### src/rtl/peripheral_axi4_verilog_pkg.sv
// Shared AXI4 definitions for the peripheral read/write masters.
package peripheral_axi4_verilog_pkg;

    localparam int AXI_ID_WIDTH_DEFAULT = 4;

    // AxBURST encodings
    localparam logic [1:0] AXI_BURST_FIXED = 2'b00;
    localparam logic [1:0] AXI_BURST_INCR  = 2'b01;
    localparam logic [1:0] AXI_BURST_WRAP  = 2'b10;

    // xRESP encodings; bit 1 set means the beat failed
    localparam logic [1:0] AXI_RESP_OKAY   = 2'b00;
    localparam logic [1:0] AXI_RESP_EXOKAY = 2'b01;
    localparam logic [1:0] AXI_RESP_SLVERR = 2'b10;
    localparam logic [1:0] AXI_RESP_DECERR = 2'b11;

    // Read master FSM states
    typedef enum logic [1:0] {
        RD_IDLE = 2'd0,
        RD_AR   = 2'd1,
        RD_DATA = 2'd2,
        RD_ERR  = 2'd3
    } rd_state_e;

    // AxSIZE for a bus of data_width bits: log2(bytes per beat)
    function automatic logic [2:0] axi_size_from_width(input int data_width);
        logic [2:0] size;
        size = 3'd0;
        for (int i = 0; i < 8; i++) begin
            if ((1 << i) == (data_width / 8)) size = 3'(i);
        end
        return size;
    endfunction

endpackage

### src/rtl/peripheral_axi4_sync_fifo.sv
// Single-clock FIFO with push/pop, full/empty and a free-entry count.
// Push and pop may happen together at any occupancy; a push while full is
// only taken when a pop frees the head slot in the same cycle.
module peripheral_axi4_sync_fifo #(
    parameter int WIDTH = 8,
    parameter int DEPTH = 16,
    localparam int AW = $clog2(DEPTH),
    localparam int CW = AW + 1
) (
    input  logic             clk,
    input  logic             rst,
    input  logic             push,
    input  logic [WIDTH-1:0] push_data,
    input  logic             pop,
    output logic [WIDTH-1:0] pop_data,
    output logic             full,
    output logic             empty,
    output logic [CW-1:0]    free_count
);

    logic [WIDTH-1:0] mem [DEPTH];
    logic [AW-1:0]    wr_ptr;
    logic [AW-1:0]    rd_ptr;
    logic [CW-1:0]    count;
    logic             do_push;
    logic             do_pop;

    assign empty      = (count == '0);
    assign full       = (count == CW'(DEPTH));
    assign free_count = CW'(DEPTH) - count;
    assign do_pop     = pop && !empty;
    assign do_push    = push && (!full || do_pop);
    assign pop_data   = mem[rd_ptr];

    // Pointer and occupancy bookkeeping; pointers wrap naturally at DEPTH
    always_ff @(posedge clk) begin
        if (rst) begin
            wr_ptr <= '0;
            rd_ptr <= '0;
            count  <= '0;
        end else begin
            if (do_push) wr_ptr <= wr_ptr + AW'(1);
            if (do_pop)  rd_ptr <= rd_ptr + AW'(1);
            case ({do_push, do_pop})
                2'b10:   count <= count + CW'(1);
                2'b01:   count <= count - CW'(1);
                default: count <= count;
            endcase
        end
    end

    // Storage write; contents need no reset since empty masks them
    always_ff @(posedge clk) begin
        if (do_push) mem[wr_ptr] <= push_data;
    end

endmodule

### src/rtl/peripheral_axi4_read_burst_master.sv
// AXI4 read master: one core request becomes one INCR burst whose beats are
// buffered and streamed to the consumer. A request is only accepted when the
// buffer has room for every beat it can return, so R never needs backpressure.
//
// Handshake rule on every channel (req, AR, R, rd): a transfer happens on a
// rising clk edge where valid and ready are both high; a valid source holds
// its payload stable until that edge.
module peripheral_axi4_read_burst_master
    import peripheral_axi4_verilog_pkg::*;
#(
    parameter int AXI_ADDR_WIDTH = 64,
    parameter int AXI_DATA_WIDTH = 64,
    parameter int AXI_ID_WIDTH   = AXI_ID_WIDTH_DEFAULT,
    parameter int AXI_ID         = 0,
    parameter int MAX_LEN        = 16,
    parameter int FIFO_DEPTH     = 16
) (
    input  logic                      clk,
    input  logic                      rst,
    input  logic                      req_valid,
    output logic                      req_ready,
    input  logic [AXI_ADDR_WIDTH-1:0] req_addr,
    input  logic [7:0]                req_len,
    output logic [AXI_ID_WIDTH-1:0]   axi_ar_id,
    output logic [AXI_ADDR_WIDTH-1:0] axi_ar_addr,
    output logic [7:0]                axi_ar_len,
    output logic [2:0]                axi_ar_size,
    output logic [1:0]                axi_ar_burst,
    output logic                      axi_ar_valid,
    input  logic                      axi_ar_ready,
    input  logic [AXI_ID_WIDTH-1:0]   axi_r_id,
    input  logic [AXI_DATA_WIDTH-1:0] axi_r_data,
    input  logic [1:0]                axi_r_resp,
    input  logic                      axi_r_last,
    input  logic                      axi_r_valid,
    output logic                      axi_r_ready,
    output logic                      rd_valid,
    input  logic                      rd_ready,
    output logic [AXI_DATA_WIDTH-1:0] rd_data,
    output logic                      rd_last,
    output logic                      rd_err,
    output logic                      busy
);

    localparam int         BYTES  = AXI_DATA_WIDTH / 8;
    localparam logic [2:0] SIZE   = axi_size_from_width(AXI_DATA_WIDTH);
    localparam int         FREE_W = $clog2(FIFO_DEPTH) + 1;
    localparam int         CMP_W  = (FREE_W > 9) ? FREE_W : 9;
    localparam int         FW     = AXI_DATA_WIDTH + 2;
    localparam logic [AXI_ADDR_WIDTH-1:0] ADDR_MASK = AXI_ADDR_WIDTH'(BYTES - 1);

    rd_state_e         state;
    logic [7:0]        beat_cnt;
    logic              r_ready_q;

    logic [FREE_W-1:0] free_cnt;
    logic              fifo_full;
    logic              fifo_empty;
    logic              fifo_push;
    logic [FW-1:0]     push_entry;
    logic [FW-1:0]     head_entry;

    logic [8:0]        need;
    logic              credit_ok;
    logic [16:0]       span_end;
    logic              illegal;
    logic              r_fire;
    logic              count_hit;
    logic              burst_end;
    logic              unused_ok;

    assign axi_ar_id    = AXI_ID_WIDTH'(AXI_ID);
    assign axi_ar_size  = SIZE;
    assign axi_ar_burst = AXI_BURST_INCR;
    assign busy         = (state != RD_IDLE);
    assign unused_ok    = ^{axi_r_id, axi_r_resp[0]};

    // Credit: the whole burst must fit in the buffer before it is requested
    assign need      = {1'b0, req_len} + 9'd1;
    assign credit_ok = CMP_W'(free_cnt) >= CMP_W'(need);
    assign req_ready = (state == RD_IDLE) && req_valid && credit_ok;

    // Request legality: length, bus alignment and 4KB page containment
    assign span_end = {5'b0, req_addr[11:0]} + (17'(need) << SIZE);
    assign illegal  = (need > 9'(MAX_LEN))
                    || ((req_addr & ADDR_MASK) != '0)
                    || (span_end > 17'd4096);

    // Full can only occur if credit was violated; gating keeps it lossless
    assign axi_r_ready = r_ready_q && !fifo_full;
    assign r_fire      = axi_r_valid && axi_r_ready;
    assign count_hit   = (beat_cnt == axi_ar_len);
    assign burst_end   = axi_r_last || count_hit;

    // Buffer entry selection: error token in ERR, R beats in DATA
    always_comb begin
        fifo_push  = 1'b0;
        push_entry = '0;
        if (state == RD_ERR) begin
            fifo_push  = 1'b1;
            push_entry = {{AXI_DATA_WIDTH{1'b0}}, 1'b1, 1'b1};
        end else if (r_fire) begin
            fifo_push  = 1'b1;
            push_entry = {axi_r_data,
                          axi_r_resp[1] | (axi_r_last ^ count_hit),
                          burst_end};
        end
    end

    // Burst sequencing with registered AR and R-ready outputs
    always_ff @(posedge clk) begin
        if (rst) begin
            state        <= RD_IDLE;
            axi_ar_valid <= 1'b0;
            axi_ar_addr  <= '0;
            axi_ar_len   <= '0;
            r_ready_q    <= 1'b0;
            beat_cnt     <= '0;
        end else begin
            case (state)
                RD_IDLE: begin
                    if (req_ready) begin
                        if (illegal) begin
                            state <= RD_ERR;
                        end else begin
                            state        <= RD_AR;
                            axi_ar_valid <= 1'b1;
                            axi_ar_addr  <= req_addr;
                            axi_ar_len   <= req_len;
                        end
                    end
                end
                RD_AR: begin
                    if (axi_ar_ready) begin
                        axi_ar_valid <= 1'b0;
                        r_ready_q    <= 1'b1;
                        state        <= RD_DATA;
                    end
                end
                RD_DATA: begin
                    if (r_fire) begin
                        if (burst_end) begin
                            r_ready_q <= 1'b0;
                            beat_cnt  <= '0;
                            state     <= RD_IDLE;
                        end else begin
                            beat_cnt <= beat_cnt + 8'd1;
                        end
                    end
                end
                RD_ERR: begin
                    state <= RD_IDLE;
                end
                default: begin
                    state <= RD_IDLE;
                end
            endcase
        end
    end

    peripheral_axi4_sync_fifo #(
        .WIDTH (FW),
        .DEPTH (FIFO_DEPTH)
    ) u_fifo (
        .clk        (clk),
        .rst        (rst),
        .push       (fifo_push),
        .push_data  (push_entry),
        .pop        (rd_ready),
        .pop_data   (head_entry),
        .full       (fifo_full),
        .empty      (fifo_empty),
        .free_count (free_cnt)
    );

    // Head entry is masked while empty so the outputs read 0 without data
    assign rd_valid = !fifo_empty;
    assign {rd_data, rd_err, rd_last} = fifo_empty ? '0 : head_entry;

endmodule

### config.mk
export PLATFORM = sky130hd
export DESIGN_NAME = peripheral_axi4_read_burst_master
export DESIGN_NICKNAME = d
export VERILOG_FILES = /design/src/rtl/peripheral_axi4_verilog_pkg.sv /design/src/rtl/peripheral_axi4_sync_fifo.sv /design/src/rtl/peripheral_axi4_read_burst_master.sv
export SDC_FILE = /design/constraint.sdc
export NUM_CORES = 1
export LEC_CHECK = 0
export ABC_AREA = 0
export CAP_MARGIN = 25
export CORE_MARGIN = 3
export CORE_UTILIZATION = 46
export CTS_CLUSTER_SIZE = 14
export DETAILED_ROUTE_END_ITERATION = 8
export PLACE_DENSITY = 0.67
export SLEW_MARGIN = 20
export SYNTH_ARGS = -nofsm -noshare
export SYNTH_HDL_FRONTEND = slang
export SYNTH_HIERARCHICAL = 1
export SYNTH_SLANG_ARGS = --single-unit
### constraint.sdc
create_clock -name clk -period 9.5 [get_ports clk]
set_clock_uncertainty 0.15 [all_clocks]
set_input_delay 1.9 -clock clk [delete_from_list [all_inputs] [get_ports clk]]
set_output_delay 1.9 -clock clk [all_outputs]
set_load 0.02 [all_outputs]
==> results.md, run 1 <==
- Outcome: finished, final reports clean
- Cell with the most instances after synthesis: edfxtp_1
- Worst reg2reg setup slack: 4430 ps
- Longest Clk Path Bufs: 3
- Leading cell types by count after synthesis: edfxtp_1, mux4_2, o211ai_1
- Total clock buffers created by CTS: around 110
- Startpoint-to-endpoint class of the critical path: input port to output pin
- Final critical path time including I/O delays and setup: ~7000 ps
- Clock-pin slew of the registers on the worst-case setup and hold paths: 60 ps
- Setup crit end kind: output pin
- Standard cell with the maximum stage delay on the critical path: clkdlybuf4s50_1
- Routability congestion estimate: 0.8027
- Wire per inst: 26.63 um
- Wire length of the first global-routing pass: 161100 um
- Vias after detailed routing: 24102
- Critical Path AT: roughly 5000 ps
- Count of mapped cells out of synthesis: 2404
- Sink Count: between 1000 and 1500
- Depth of the worst hold-timing path: 1
- Count of nets left with antenna violations after detail routing: 0
- Startpoint class of the critical path: input port
- Max cap viols: 0
- Skew-Pair Late Insertion Delay: 670 ps
- Post-cts sizing count: 0
- Number of nets in the layout: 2872
- Share of flip-flops with an asynchronous set or reset after synthesis: 0%
- Warning count from the yosys run: 6
- Synthesis-to-finish area growth: 17.13%
- Longest individual stage delay on the worst path: approximately 600 ps
- Width of the die: 321.7 um
- Initial Utilization: between 40% and 50%
- Reported leakage power: 15.13 nW
- Sequential-to-total area share from yosys stat: ~74%
- Multiplexer share of the synthesized area: 13.01%
- Complex-gate fraction of the synthesized area: 5.878%
- Via density per instance: between 5 and 6
- Core Rows: 115
- DRC errors left: 0
- Synthesized flop and latch total: 1157
- Simple logic cell fraction of the synthesized area: 3.894%
- Die area: 103500 um^2
- Largest cells by area after synthesis: edfxtp_1, mux4_2, dfxtp_1
- Clock H-tree levels: 3
- Clock root cell: clkbuf_16
- Relative slew slack: 37.26%
- End of the worst hold path: axi_ar_addr[2]$_SDFFE_PP0P_
- FF-to-FF End: u_fifo/mem[14][39]$_DFFE_PP_
- Maximum number of pins on one net before global-route repair: 83
- Residual overflow from global routing: 0
- Detail Placement HPWL: 57500 um
- CTS Hold Bufs: 0
- Share of final-layout standard cells stronger than drive strength 1: 18.23%
- Die height: approximately 320 um
- Per-instance average area after synthesis: 19.07 um^2
- Length of the first detailed-routing pass in iterations: 7
- Series of cell instances along the critical path: clkdlybuf4s50_1 > ha_1 > xor2_1 > inv_1 > ha_1 > a21oi_1 > o21ai_0 > a31oi_1 > nor2_1 > clkdlybuf4s50_1
- Hold Startpoint: axi_ar_addr[2]$_SDFFE_PP0P_
- Sequential Area: 33740 um^2
- Largest area contributor in the netlist: edfxtp_1
- Core ar.: 98560 um^2
- Peak supply drop: 0.1629 mV
- Area used by multi-input combinational logic: 11320 um^2
- TritonCTS clock tree: done
- Setup violation total in the final timing report: 0
- Fin crit share: 73.65%
- Vias in the first global route: 25256
- Final setup TNS: 0 ps
- Worst flop-to-flop path startpoint: u_fifo/count[0]$_SDFFE_PP0P_
- Depth of the worst register-to-register path: 12
- Path class of the lowest-slack min-delay path: flop to flop
- Timing-limited maximum frequency: around 0.14 GHz
- Post-synth top flop: edfxtp_1
- Post-Synth XOR/XNOR Area: less than 1%
- Overall fraction of global-route tracks in use: 20.95%
- Final Hold Violating Endpoints: 0
- Final std cell area, no fill: 53700 um^2
- Share of synthesized cell area in full adder, half adder and majority cells: less than 1%
- Post-synth design cell area: 45850 um^2
- Main combinational cell family by area after synthesis: multiplexers
- Number of flops mapped to enable cells by yosys: 1056
- Distinct cell type count of the synthesized netlist: between 50 and 60
- Unrepaired setup endpoints after global routing: no
- Setup bufs post-CTS: 0
- Critical-path maximum fanout: 8
- Top-level port count: 301
- Number of pins with negative max-slew slack in the final report: 0
- Area of placed instances: 50080 um^2
- Fraction of post-synthesis cell area in the top cell type by area: 69.16%
- PortBufs: between 200 and 300
- Initial DRC Count: 1865
- Post-detailed-routing wire length: 108400 um
- Transition time at the pin with the least slew margin: 941.1 ps
- Layout filler cell count: 7449
- Number of antenna violations at the first check in global routing: 2
- WP data required: 7450 ps
- Pwr Density: 221.7 nW/um^2
-- state kept, by name, indices dropped and copies added, names as in the netlist, named ones only --
signal	count
u_fifo/rd_ptr	4
axi_ar_valid	1
axi_ar_addr	64
u_fifo/mem	1056
u_fifo/count	5
r_ready_q	1
u_fifo/wr_ptr	4
beat_cnt	8
axi_ar_len	8
state	2
-- critical path, delay by kind of cell --
family          cells  cell delay [ps]
compound gates      3              690
xor+xnor            1              270
fa+ha+maj           2              640
buf+inv             3             1260
simple gates        1              180
-- layer usage --
| metal | global-route usage [%] | share of wire, % | vias to the layer above |
|---|---|---|---|
| met1 | 27.40 | 40 | 12636 |
| met5 | 0 | 0 | - |
| met4 | 6.532 | 2.6 | 0 |
| met2 | 35.50 | 50 | 905 |
| li1 | - | - | 10389 |
| met3 | 4.342 | 7.6 | 172 |
-- through the flow --
stage / setup WS, ps / util [%] / power (mW) / std cells / hold slack, ps
after global routing: 2271 / 54.48 / 12.37 / 4068 / 351.9
after CTS: 2508 / 54.43 / 12.04 / 4066 / 336.2
after global placement: 2488 / 50.74 / 7.725 / 3860 / 315.1
after floorplan: 97.59 / - / 6.931 / 2411 / 296.6
after detailed placement: 2530 / 50.81 / 7.755 / 3863 / 324.3
final: 2503 / 54.49 / 11.91 / 4069 / 330.6
-- kinds of logic (layout without fill, tap and decap cells) --
kind of cell               after synthesis  after routing
and+or+nand+nor                        330            330
muxes                                  266            266
AOI/OAI and AO/OA                      388            388
DFF                                   1157           1157
buffers and inverters                  196            566
other                                    2             10
adders and majority gates               31             31
xor gates and xnor gates                34             34
-- worst max-delay path by stage --
stage                    start                          to  slack, ps  depth (start not counted)
CTS                 req_len[0]                   req_ready       2510                         10
global route        req_len[0]                   req_ready       2270                         10
detailed placement  req_len[0]                   req_ready       2530                         10
global placement    req_len[0]                   req_ready       2490                         10
floorplan             rd_ready  u_fifo/mem[3][0]$_DFFE_PP_        100                          4
finish              req_len[0]                   req_ready       2500                         10
-- power breakdown --
part	switching, mW	internal (mW)
clock	1.84	2.45
sequential	0.0482	5.50
combinational	1.14	0.917
-- cells in the final DEF, fill, tap and decap left out, types with 24 or more instances in the layout --
master           netlist  final
a21oi_1               80     79
a22oi_1              132    132
and2_1                74     65
buf_4                 34     46
clkbuf_16              0    115
clkdlybuf4s50_1        0    285
clkinv_1               0     24
dfxtp_1              101     99
edfxtp_1            1056   1056
ha_1                  29     28
inv_1                 24     24
mux4_2               264    264
nand2_1               86     86
nor2_1                35     30
nor2b_1               73     70
o211ai_1             136    136
-- layout make-up --
class / instances / area share [%]
flip-flops and latches: 1157 / 62.83
multi-input cells: 1058 / 21.09
clock buffers: 141 / 5.587
diodes: 1 / 0.004660
clock inverters: 62 / 1.048
well taps: 1287 / 2.998
inverters: 24 / 0.1677
repair buffers: 339 / 6.281
Note: power is estimated with default switching activity, not from simulation.
==> inputs of run 2 (changes only) <==
- clock period: 9.5 -> 5.9 ns (I/O delays scaled with it)
==> run 2 against run 1 <==
  * Critical path depth unchanged
  * Sequential share of layout area down 0.30 points
  * Total power up 59%
  * Count of clock-buffer cells in the layout up 7
  * Largest cell class unchanged
  * Core utilization up 0.26 points
  * Cell count up 0.57%
  * Sequential cell count unchanged
  * Wire length down 0.39%
  * Register-to-register slack worse by 2900 ps
  * Setup slack worse by 2100 ps
  * Critical endpoint unchanged
  * Final area up 0.48%
==> results.md, run 2 (synthesis gave the netlist of run 1 again) <==
- WHS: 329.2 ps (-1.342 ps)
- Peak supply drop: 0.2742 mV (+68%)
- Outcome: finished, final reports clean
- Fin crit share: 92.67%
- Core Rows: 115 (unchanged)
- Max FFs per register: 1056 (unchanged)
- Startpoint-to-endpoint class of the critical path: input port to output pin
- Relative slew slack: 32.58% (-4.7 points)
- Initial DRC Count: 2037 (+9.2%)
- Post-cts sizing count: 0 (unchanged)
- Part of the power in registers: 47.1% (+0.5 points)
- Die area: 103500 um^2 (unchanged)
- Skew-Pair Late Insertion Delay: 670 ps (about the same)
- Worst flop-to-flop path startpoint: u_fifo/count[0]$_SDFFE_PP0P_
- Wire length of the first global-routing pass: 161600 um (+0.32%)
- Critical-path maximum fanout: 8 (unchanged)
- Top-level port count: 301 (unchanged)
- Setup bufs post-CTS: 0 (unchanged)
- TritonCTS clock tree: done
- Hold Startpoint: axi_ar_addr[0]$_SDFFE_PP0P_
- Non-filler instance count after layout: 4092 (+0.57%)
- Depth of the worst register-to-register path: 11 (-1)
- Internal power contribution: 14.12 mW (+59%)
- Reported leakage power: 15.19 nW (+0.39%)
- Transition time at the pin with the least slew margin: 1005 ps (+63.43 ps)
- CTS Hold Bufs: 0 (unchanged)
- Core ar.: 98560 um^2 (unchanged)
- Final core occ: 54.75% (+0.26 points)
- Total clock buffers created by CTS: 113 (+0.89%)
- PortBufs: 286 (unchanged)
- Setup crit end kind: output pin
- Overall fraction of global-route tracks in use: 20.94% (about the same)
- # placed instances: 3882 (+0.49%)
- Leading registers by flop count: u_fifo/mem: 1056 flops, axi_ar_addr: 64 flops
- Most common library cell in the layout ignoring fill and taps: edfxtp_1
- Share of power burned in combinational logic: 17.7% (+0.4 points)
- Final worst slack: 432.7 ps (-2071 ps)
- Final Hold Violating Endpoints: 0 (unchanged)
- Wire per inst: 26.38 um (-0.95%)
- Number of antenna violations at the first check in global routing: 1 (-1)
- Path class of the lowest-slack min-delay path: flop to flop
- Pwr Density: 351.8 nW/um^2 (+59%)
- Routability congestion estimate: 0.7903 (-1.5%)
- Most flops, register: u_fifo/mem
- Maximum number of pins on one net before global-route repair: 79 (-4.8%)
- End of the worst hold path: axi_ar_addr[0]$_SDFFE_PP0P_
- Longest Clk Path Bufs: 3 (unchanged)
- Clock root cell: clkbuf_16
- Width of the die: 321.7 um (unchanged)
- Clock-pin slew of the registers on the worst-case setup and hold paths: 60 ps (about the same)
- Depth of the worst hold-timing path: 1 (unchanged)
- Critical Path AT: 4140 ps (-810 ps)
- Unrepaired setup endpoints after global routing: no
- Length of the first detailed-routing pass in iterations: 5 (-2)
- Synthesis-to-finish area growth: 17.69%
- DRC errors left: 0 (unchanged)
- Number of nets in the layout: 2890 (+0.63%)
- Initial Utilization: 46.52% (unchanged)
- Share of final-layout standard cells stronger than drive strength 1: 18.27% (+0.035 points)
- Share of total power consumed by net switching: 25.62% (+0.16 points)
- Final critical path time including I/O delays and setup: 5467 ps
- Vias in the first global route: 25410 (+0.61%)
- Timing-limited maximum frequency: 0.1829 GHz
- Clock group share of total power: 35.3% (-0.8 points)
- Vias after detailed routing: 24159 (+0.24%)
- Net Switching: 4.864 mW (+60%)
- WP data required: 4570 ps (-2880 ps)
- Residual overflow from global routing: 0 (unchanged)
- Minimum setup slack after placement: 433.9 ps (-2096 ps)
- Number of pins with negative max-slew slack in the final report: 0 (unchanged)
- Setup violation total in the final timing report: 0 (unchanged)
- Sink Count: 1157 (unchanged)
- Max cap viols: 0 (unchanged)
- FF-to-FF End: u_fifo/mem[6][42]$_DFFE_PP_
- Startpoint class of the critical path: input port
- Detail Placement HPWL: 58160 um (+1.2%)
- Count of nets left with antenna violations after detail routing: 0 (unchanged)
- Post-detailed-routing wire length: 107900 um (-0.39%)
- Clock H-tree levels: 3 (unchanged)
- Die height: 321.7 um (unchanged)
- Via density per instance: 5.904 (-0.33%)
- Worst reg2reg setup slack: 1490 ps (-2940 ps)
- Leading cell types in the layout, fill and taps excluded: edfxtp_1, clkdlybuf4s50_1, mux4_2
- Final setup TNS: 0 ps (unchanged)
- Worst Setup SP: req_len[0]
==> run 2: cell count changes in the layout (fill, tap and decap cells not counted), sizes merged <==
cell,before,now
clkinv,45,49
clkbuf,141,148
inv,29,27
buf,54,71
bufinv,8,4
diode,1,2
==> run 2: how the worst max path moves through the flow <==
stage                                 end  slack (ps)  depth (start not counted)
3_5_place_dp                    req_ready         430                         10
2_1_floorplan  u_fifo/mem[0][0]$_DFFE_PP_        -370                          9
4_1_cts                         req_ready         410                         10
5_1_grt                         req_ready         250                         10
6_report                        req_ready         430                         10
3_3_place_gp                    req_ready         420                         10
==> run 2: metal layers <==
metal	up-vias	track usage [%]	routed length (um)
met2	976	35.27	54190
met3	176	4.380	8290
li1	10413	-	-
met4	2	6.614	2864
met1	12592	27.49	42580
met5	-	0	13
==> run 2: metrics by stage <==
stage               power (mW)  cell area [um^2]
global route             19.73             53950
finish                   18.98             53960
CTS                      19.22             53950
floorplan                11.16             45900
detailed placement       12.53             50520
global placement         12.50             50520
==> run 2: power groups by stage <==
stage | registers (mW) | clock network [mW] | logic [mW]
2_1_floorplan | 9.06 | 0 | 2.10
3_3_place_gp | 9.11 | 0 | 3.39
3_5_place_dp | 9.11 | 0 | 3.42
4_1_cts | 8.94 | 6.85 | 3.43
5_1_grt | 8.94 | 7.18 | 3.61
6_report | 8.94 | 6.69 | 3.35
==> run 2: area by class of cell <==
class	count	area, um^2
clock buffer	148	3012
timing repair buffer	356	3721
inverter	24	90.09
multi-input combinational	1058	11360
clock inverter	60	421.7
sequential	1157	33740
fill	7486	44600
antenna	2	5.005
tap	1287	1610
==> run 2: critical path, stage by stage <==
cell and delay, ps:
clkdlybuf4s50_1 610, ha_1 360, xor2_1 260, inv_1 70, ha_1 290, nand2_1 50, o21ai_0 190, a31oi_1 200
nor2_1 250, clkdlybuf4s50_1 670
==> inputs of run 3 (changes only) <==
- ABC_AREA: 0 -> 1
==> run 3 against run 2 <==
  * Cell count increased by 47%
  * Non-clock buffer count up 9
  * Hold slack worse by 38 ps
  * Total power rose by 13%
  * Area after synthesis rose by 7.6%
  * Register-to-register slack gained 610 ps
  * Global-route usage rose by 1.0 points
  * Core utilization down 0.61 points
  * Largest power group unchanged
==> results.md, run 3 <==
- Skew-Pair Late Insertion Delay: 690 ps (+20 ps)
- Initial Utilization: 46.62% (+0.10 points)
- Number of nets in the layout: 4701 (+63%)
- WHS: 291.1 ps (-38.16 ps)
- Post-Synth XOR/XNOR Area: 0.2839% (-0.37 points)
- Sink Count: 1157 (unchanged)
- Simple logic cell fraction of the synthesized area: 12.68% (+8.8 points)
- Pwr Density: 374.1 nW/um^2 (+6.3%)
- Top-level port count: 301 (unchanged)
- Leading cell types in the layout, fill and taps excluded: edfxtp_1, nand2_1, inv_1
- Top Family by Delay on Critical Path: buffers and inverters
- TritonCTS clock tree: done
- Fraction of post-synthesis cell area in the top cell type by area: 64.25% (-4.9 points)
- Leading cell types by count after synthesis: edfxtp_1, nand2_1, inv_1
- Most prevalent standard cell on the critical path: nand2_1
- Via density per instance: 5.420 (-8.2%)
- Share of final-layout standard cells stronger than drive strength 1: 6.519% (-12 points)
- Share of total power consumed by net switching: 30.41% (+4.8 points)
- Routability congestion estimate: 0.7853 (-0.63%)
- Die area: 111300 um^2 (+7.5%)
- Core Rows: 119 (+3.5%)
- Per-instance average area after synthesis: 11.43 um^2 (-40%)
- Outcome: finished, final reports clean
- Path class of the lowest-slack min-delay path: flop to flop
- Standard cell with the maximum stage delay on the critical path: clkdlybuf4s50_1
- Clock root cell: clkbuf_16
- Internal power contribution: 14.92 mW (+5.7%)
- Wire length of the first global-routing pass: 188200 um (+16%)
- WP data required: 4570 ps (about the same)
- Maximum number of pins on one net before global-route repair: 182 (+130%)
- Distinct cell type count of the synthesized netlist: 45 (-17%)
- Clock group share of total power: 33.1% (-2.2 points)
- Max cap viols: 0 (unchanged)
- Width of the die: 333.6 um (+3.7%)
- Unrepaired setup endpoints after global routing: no
- Post-synth design cell area: 49350 um^2 (+7.6%)
- Synthesis-to-finish area growth: 16.12%
- Series of cell instances along the critical path: clkdlybuf4s50_1 > ha_1 > nand2_1 > inv_2 > or2_1 > ha_1 > nand2_1 > o21ai_0 > nand2_1 > nand2_1 > nand2_1 > nand3_1 > nand3_2 > clkinv_2 > clkdlybuf4s50_1
- Count of nets left with antenna violations after detail routing: 0 (unchanged)
- Cell with the most instances after synthesis: edfxtp_1
- Overall fraction of global-route tracks in use: 21.97% (+1.0 points)
- Critical Path AT: 4030 ps (-110 ps)
- Largest area contributor in the netlist: edfxtp_1
- Die height: 333.6 um (+3.7%)
- Setup crit end kind: output pin
- Setup bufs post-CTS: 0 (unchanged)
- Vias in the first global route: 31495 (+24%)
- Critical-path maximum fanout: 4 (-4)
- Core ar.: 105900 um^2 (+7.4%)
- Startpoint class of the critical path: input port
- Clock-pin slew of the registers on the worst-case setup and hold paths: 60 ps (about the same)
- Net Switching: 6.521 mW (+34%)
- Total clock buffers created by CTS: 116 (+2.7%)
- Length of the first detailed-routing pass in iterations: 5 (unchanged)
- Post-synth top flop: edfxtp_1
- Reported leakage power: 21.20 nW (+40%)
- Final worst slack: 535.4 ps (+102.7 ps)
- Synthesized flop and latch total: 1157 (unchanged)
- Peak supply drop: 0.2702 mV (-1.5%)
- Detail Placement HPWL: 65190 um (+12%)
- DRC errors left: 0 (unchanged)
- Number of flops mapped to enable cells by yosys: 1056 (unchanged)
- Startpoint-to-endpoint class of the critical path: input port to output pin
- Wire per inst: 20.68 um (-22%)
- Most flops, register: u_fifo/mem
- Post-cts sizing count: 0 (unchanged)
- Main combinational cell family by area after synthesis: simple AND/OR/NAND/NOR gates
- Count of mapped cells out of synthesis: 4319 (+80%)
- Number of pins with negative max-slew slack in the final report: 0 (unchanged)
- Residual overflow from global routing: 0 (unchanged)
- Longest Clk Path Bufs: 3 (unchanged)
- Number of antenna violations at the first check in global routing: 3 (+2)
- Setup violation total in the final timing report: 0 (unchanged)
- Largest cells by area after synthesis: edfxtp_1, o211ai_1, nand2_1
- Final critical path time including I/O delays and setup: 5365 ps (-102.7 ps)
- Part of the power in registers: 41.7% (-5.4 points)
- Most common library cell in the layout ignoring fill and taps: edfxtp_1
- Leading registers by flop count: u_fifo/mem: 1056 flops, axi_ar_addr: 64 flops
- Clock H-tree levels: 3 (unchanged)
- Max FFs per register: 1056 (unchanged)
- CTS Hold Bufs: 0 (unchanged)
- Minimum setup slack after placement: 542.3 ps (+108.4 ps)
- Share of synthesized cell area in full adder, half adder and majority cells: 0.8163% (-0.062 points)
- Transition time at the pin with the least slew margin: 1062 ps (+57.58 ps)
- Complex-gate fraction of the synthesized area: 9.727% (+3.8 points)
- Final Hold Violating Endpoints: 0 (unchanged)
- PortBufs: 286 (unchanged)
- Warning count from the yosys run: 6 (unchanged)
- Longest individual stage delay on the worst path: 660 ps (about the same)
- Fin crit share: 90.93% (-1.7 points)
- Multiplexer share of the synthesized area: 0% (-13 points)
- Sequential Area: 33750 um^2 (about the same)
- Area used by multi-input combinational logic: 11790 um^2 (+3.8%)
- Initial DRC Count: 2957 (+45%)
- Count of buffering cells on the critical path with inverters included: 4 (+1)
- Sequential-to-total area share from yosys stat: 68.35% (-5.2 points)
- Post-detailed-routing wire length: 124300 um (+15%)
- Vias after detailed routing: 32568 (+35%)
- Timing-limited maximum frequency: 0.1864 GHz (+1.9%)
- Share of power burned in combinational logic: 25.1% (+7.4 points)
- Share of flip-flops with an asynchronous set or reset after synthesis: 0% (unchanged)
- Layout filler cell count: 8779 (+17%)
- Relative slew slack: 29.19% (-3.4 points)
## run 3: final cells by class
cell class | instances | share of cell area [%]
diodes | 1 | 0.004366
clock buffers | 154 | 5.425
clock inverters | 60 | 0.9540
inverters | 663 | 4.366
multi-input cells | 2218 | 20.57
flip-flops and latches | 1157 | 58.88
well taps | 1391 | 3.037
repair buffers | 365 | 6.763
## run 3: cells by family (layout without fill, tap and decap cells)
family / count (synthesis) / count (layout)
buf+inv: 951 / 1242
flops: 1157 / 1157
other cells: 2 / 10
compound gates: 729 / 729
xor+xnor: 16 / 16
simple gates: 1433 / 1433
fa+ha+maj: 31 / 31
## run 3: routing by layer
metal  up-vias  wire, um  GRT usage (%)
met5         -        27              0
met4         4      3409          6.805
met3       205      8825          4.277
met2      1067     59740          36.54
met1     15875     52270          29.28
li1      15417         -              -
## run 3: worst paths after layout
path         cells after the start                     endpoint  slack (ps)                         start
max                             15                    req_ready         540                    req_len[1]
min                              2  axi_ar_addr[0]$_SDFFE_PP0P_         290   axi_ar_addr[0]$_SDFFE_PP0P_
max reg2reg                     13  u_fifo/mem[3][28]$_DFFE_PP_        2100  u_fifo/count[0]$_SDFFE_PP0P_
min reg2reg                      2  axi_ar_addr[0]$_SDFFE_PP0P_         290   axi_ar_addr[0]$_SDFFE_PP0P_
## run 3: worst reg2reg max path, delay by kind of cell (launching register included)
kind            cells  cell delay [ps]
buf+inv             4              800
compound gates      1              120
flops               1              420
fa+ha+maj           2              460
simple gates        6             1500
## run 3: metrics by stage
| step | cells | util, % | instance area (um^2) | total power, mW | setup TNS [ps] |
|---|---|---|---|---|---|
| after floorplan | 4326 | - | 49390 | 12.78 | -172890 |
| after global placement | 5788 | 50.63 | 53600 | 14.47 | 0 |
| after detailed placement | 5788 | 50.63 | 53600 | 14.54 | 0 |
| after CTS | 6002 | 54.08 | 57250 | 21.61 | 0 |
| after global routing | 6008 | 54.13 | 57310 | 22.48 | 0 |
| final | 6009 | 54.14 | 57310 | 21.44 | 0 |
## run 3: power by group through the flow
stage          logic (mW)  clock network, mW  registers (mW)
6_report             5.39               7.10            8.95
5_1_grt              5.96               7.57            8.95
4_1_cts              5.44               7.22            8.95
3_5_place_dp         5.41                  0            9.12
3_3_place_gp         5.35                  0            9.12
2_1_floorplan        3.72                  0            9.06
